==> config.mk <==
export PLATFORM = sky130hd
export DESIGN_NAME = stopwatch_controller
export DESIGN_NICKNAME = d
export VERILOG_FILES = /design/src/rtl/stopwatch_controller.sv
export SDC_FILE = /design/constraint.sdc
export NUM_CORES = 1
export LEC_CHECK = 0
export ABC_CLOCK_PERIOD_IN_PS = 4700
export CAP_MARGIN = 25
export CORE_UTILIZATION = 40
export CTS_CLUSTER_SIZE = 12
export DETAILED_ROUTE_END_ITERATION = 10
export MAX_ROUTING_LAYER = met4
export PLACE_DENSITY = 0.71
export SYNTH_ARGS = -nofsm -noshare
export SYNTH_HDL_FRONTEND = slang
export SYNTH_SLANG_ARGS = --single-unit
==> constraint.sdc <==
create_clock -name clk -period 4.7 [get_ports clk]
set_clock_uncertainty 0.2 [all_clocks]
set_input_delay 0.94 -clock clk [delete_from_list [all_inputs] [get_ports clk]]
set_output_delay 0.94 -clock clk [all_outputs]
set_load 0.02 [all_outputs]
==> src/rtl/stopwatch_controller.sv <==
// Stopwatch sequencer: turns debounced button levels into a prescaled count
// enable, a one-cycle counter clear strobe and a lap-frozen display value.
module stopwatch_controller #(
    parameter int CLK_DIV = 500000,
    parameter int DIV_W   = 24
) (
    input  logic        clk,
    input  logic        reset,
    input  logic        btn_start_stop,
    input  logic        btn_lap,
    input  logic        btn_clear,
    input  logic [15:0] count_bcd,
    output logic        count_en,
    output logic        count_clear_n,
    output logic [15:0] display_bcd,
    output logic        running,
    output logic [1:0]  state
);

    typedef enum logic [1:0] {
        IDLE   = 2'd0,
        RUN    = 2'd1,
        PAUSED = 2'd2,
        LAP    = 2'd3
    } state_t;

    localparam logic [DIV_W-1:0] DIV_LAST = DIV_W'(CLK_DIV - 1);

    state_t           cur_state;
    state_t           next_state;
    logic [DIV_W-1:0] prescaler;
    logic [DIV_W-1:0] prescaler_next;
    logic [15:0]      lap_reg;
    logic [15:0]      lap_next;
    logic             prev_start_stop;
    logic             prev_lap;
    logic             prev_clear;
    logic             ev_start_stop;
    logic             ev_lap;
    logic             ev_clear;
    logic             clear_accept;
    logic             en_next;
    logic             cur_running;
    logic             next_running;
    logic             terminal;

    assign ev_start_stop = btn_start_stop & ~prev_start_stop;
    assign ev_lap        = btn_lap & ~prev_lap;
    assign ev_clear      = btn_clear & ~prev_clear;

    assign cur_running  = (cur_state == RUN) || (cur_state == LAP);
    assign next_running = (next_state == RUN) || (next_state == LAP);
    assign terminal     = (prescaler == DIV_LAST);

    // Each state checks its legal events in clear > start_stop > lap order.
    always_comb begin
        next_state   = cur_state;
        clear_accept = 1'b0;
        lap_next     = lap_reg;
        case (cur_state)
            IDLE: begin
                if (ev_clear) begin
                    clear_accept = 1'b1;
                    lap_next     = '0;
                end else if (ev_start_stop) begin
                    next_state = RUN;
                end
            end
            RUN: begin
                if (ev_start_stop) begin
                    next_state = PAUSED;
                end else if (ev_lap) begin
                    next_state = LAP;
                    lap_next   = count_bcd;
                end
            end
            LAP: begin
                if (ev_start_stop) begin
                    next_state = PAUSED;
                end else if (ev_lap) begin
                    next_state = RUN;
                end
            end
            PAUSED: begin
                if (ev_clear) begin
                    next_state   = IDLE;
                    clear_accept = 1'b1;
                    lap_next     = '0;
                end else if (ev_start_stop) begin
                    next_state = RUN;
                end
            end
            default: next_state = IDLE;
        endcase
    end

    // A terminal count coinciding with a pause is swallowed rather than ticked.
    always_comb begin
        prescaler_next = prescaler;
        en_next        = 1'b0;
        if (cur_running) begin
            prescaler_next = terminal ? '0 : prescaler + DIV_W'(1);
            en_next        = terminal && next_running;
        end else if ((cur_state == IDLE) || clear_accept) begin
            prescaler_next = '0;
        end
    end

    always_ff @(posedge clk or posedge reset) begin
        if (reset) begin
            cur_state       <= IDLE;
            prescaler       <= '0;
            lap_reg         <= '0;
            prev_start_stop <= 1'b0;
            prev_lap        <= 1'b0;
            prev_clear      <= 1'b0;
            count_en        <= 1'b0;
            count_clear_n   <= 1'b0;
        end else begin
            cur_state       <= next_state;
            prescaler       <= prescaler_next;
            lap_reg         <= lap_next;
            prev_start_stop <= btn_start_stop;
            prev_lap        <= btn_lap;
            prev_clear      <= btn_clear;
            count_en        <= en_next;
            count_clear_n   <= ~clear_accept;
        end
    end

    assign display_bcd = (cur_state == LAP) ? lap_reg : count_bcd;
    assign running     = cur_running;
    assign state       = cur_state;

endmodule

==> flow_summary.ini <==
[sta]
period_share = 0.7446
slew_headroom = 0.4998
slew_violations = 0
worst_pin_slew_ns = 0.7460
setup_violations = 0
hold_viol = 0
setup_tns_ns = 0
fin_ws_ns = 1.201
rsz0062_at_grt = no
fin_crit_ns = 3.499
fmax_mhz = 285.8

[critical_path]
cp-end-kind = output pin
required_ns = 3.56
path_class = reg2out
worstPathArrival_ns = 2.36
start_kind = register
crit_fanout = 16

[power]
pwr-share-seq = 0.466
switching_share = 0.3108
p_int_mw = 0.7389
clkPwrFrac = 0.280
p_total_mw = 1.072
p_per_area_nw_per_um2 = 350.5
ir_drop_uv = 172.8
power_frac_comb = 0.254
p_switching_mw = 0.3332
power_leakage_nw = 1.283

[logic_synthesis]
ys_ff_latch = 47
async_reset_ff_frac = 1.000
syn_area_um2 = 2475
yosys.area_share.xor_xnor = 0.01062
synthCells = 262
synth_compound_area_frac = 0.1542
yosysTopAreaCellShare = 0.4752
yosysTopAreaCell = dfrtp_1
syn-num-nets = 284
synth.area.mux_share = 0.08544
ys_warn_count = 0
synth_fa_ha_area_frac = 0.005056
synth_enable_flop_cells = 0
netlist-cell-type-count = 41
syn_avg_cell_area_um2 = 9.446
synth_top_family_by_area = simple AND/OR/NAND/NOR gates
synth_flop_cell = dfrtp_1
synth_simple_gate_area_share = 0.2341
ys_top_cells_by_area = dfrtp_1 48%, nand2_1 8.0%, mux2_2 7.7%
ys_seq_area_frac = 0.4752

[clock_tree]
clkSinkCount = 47
clkTransAtPathRegs_ns = 0.09
cts_setup_buffers = 0
cts.root.buffer_cell = clkbuf_8
cts_max_path_buffers = 2
cts_buffers = 5
cts_tree = built
cts_resized = 0
cts_hold_buffers = 0
htree_levels = 2
clk_latency_ns = 0.31

[finish]
final_util = 0.5137
largest_reg_flops = 24
nNetsFinal = 319
drive_above_1_share = 0.1141
num_antenna_cells = 0
syn_to_final_growth_pct = 23.61

[placed_design]
gp_congestion = 0.8296
numPortBuffers = 41
dpl.hpwl_um = 3568
dp_slack_ns = 1.367

[grt]
antenna_found_initial = 0
grt_pass1_wl_um = 8852
gr-total-overflow = 0
grtUsageTotal = 0.1804
grt_max_degree = 48
grt_pass1_vias = 1981

[routing]
drt-vias-per-instance = 5.504
drc = 0
via_count = 2053
wl_per_cell_um = 14.17
detail-route-antenna-nets = 0
first_pass_iters = 4
drtIter0Drc = 100
routed_wl_um = 5287

[die]
start_util = 0.4155
design.die.area_um2 = 6506
dieWidth_um = 80.66
io_pins = 42
core-area_um2 = 5956
die_height_um = 80.66
fp-row-count = 28

[hold_path]
hold_class = reg2reg

[run]
maxCapViolations = 0

[run_status]
status = completed
cells by family after synthesis:
| group | after synthesis |
|---|---|
| mux | 19 |
| xor+xnor | 3 |
| compound gates | 60 |
| simple gates | 112 |
| fa+ha+maj | 1 |
| buf+inv | 20 |
| flops | 47 |
placed cells by master (no fill, tap or decap), drive strengths merged, types with 9 or more instances in the layout:
cell / instances
nand2: 53
dfrtp: 47
clkdlybuf4s50: 41
o21ai: 21
mux2: 17
nand3: 13
a31oi: 10
nor2: 9
a21oi: 9
power groups by stage:
stage | clock network [mW] | registers [mW] | logic (mW)
global placement | 0 | 0.505 | 0.266
finish | 0.300 | 0.500 | 0.272
global route | 0.324 | 0.507 | 0.300
CTS | 0.311 | 0.500 | 0.273
detailed placement | 0 | 0.508 | 0.272
floorplan | 0 | 0.496 | 0.182
worst max-delay path: stages (launching register included):
cell and delay, ns:
dfrtp_1 0.51, nand2_1 0.58, mux2_2 0.41, clkdlybuf4s50_1 0.55
through the flow:
| stage | hold WS (ns) | cell area, um2 | std cells |
|---|---|---|---|
| final | 0.2960 | 3059 | 373 |
| after global routing | 0.3323 | 3059 | 373 |
| after CTS | 0.2942 | 3039 | 372 |
| after detailed placement | 0.2764 | 2927 | 364 |
| after global placement | 0.2813 | 2927 | 364 |
| after floorplan | 0.2527 | 2475 | 262 |
cells in the mapped netlist, types with 2 or more instances:
master and count:
dfrtp_1 47, nor2_1 9, a41oi_1 4, inv_1 4, and3_1 5, buf_2 4
a22o_1 6, clkbuf_1 10, o31ai_1 2, buf_4 2, mux2_2 17, nand2_1 53
a21o_1 2, nor4_1 5, o211ai_1 3, a21oi_1 9, xnor2_1 3, nand4_1 4
o21ai_0 21, nand2b_1 6, nor2b_1 3, a31oi_1 10, a32oi_1 2, mux2i_1 2
nor3_1 2, nand3_1 12
cell type report:
cell class	count	area, um2
Fill cell	549	2897
Multi-Input combinational cell	195	1216
Sequential cell	47	1176
Timing Repair Buffer	44	445.4
Tap cell	75	93.84
Clock buffer	5	68.82
Clock inverter	3	43.79
Inverter	4	15.01
path summary, 6_finish.rpt:
path                          startpoint         endpoint  slack [ns]  cells past startpoint
setup / recovery                state[0]  display_bcd[13]        1.20                      3
hold / removal             prescaler[23]    prescaler[23]        0.30                      1
setup reg to reg            prescaler[0]    prescaler[14]        1.99                      7
hold reg to reg            prescaler[23]    prescaler[23]        0.30                      1
max in group asynchronous          reset         count_en        3.13                      3
min in group asynchronous          reset      lap_reg[10]        0.69                      2
metal layers:
metal  wire (um)  GRT usage
met1        2546     0.2204
met2        2322     0.2907
met3         341    0.04091
met4          76    0.06786
met5           0          -
Note: power is estimated with default switching activity, not from simulation.
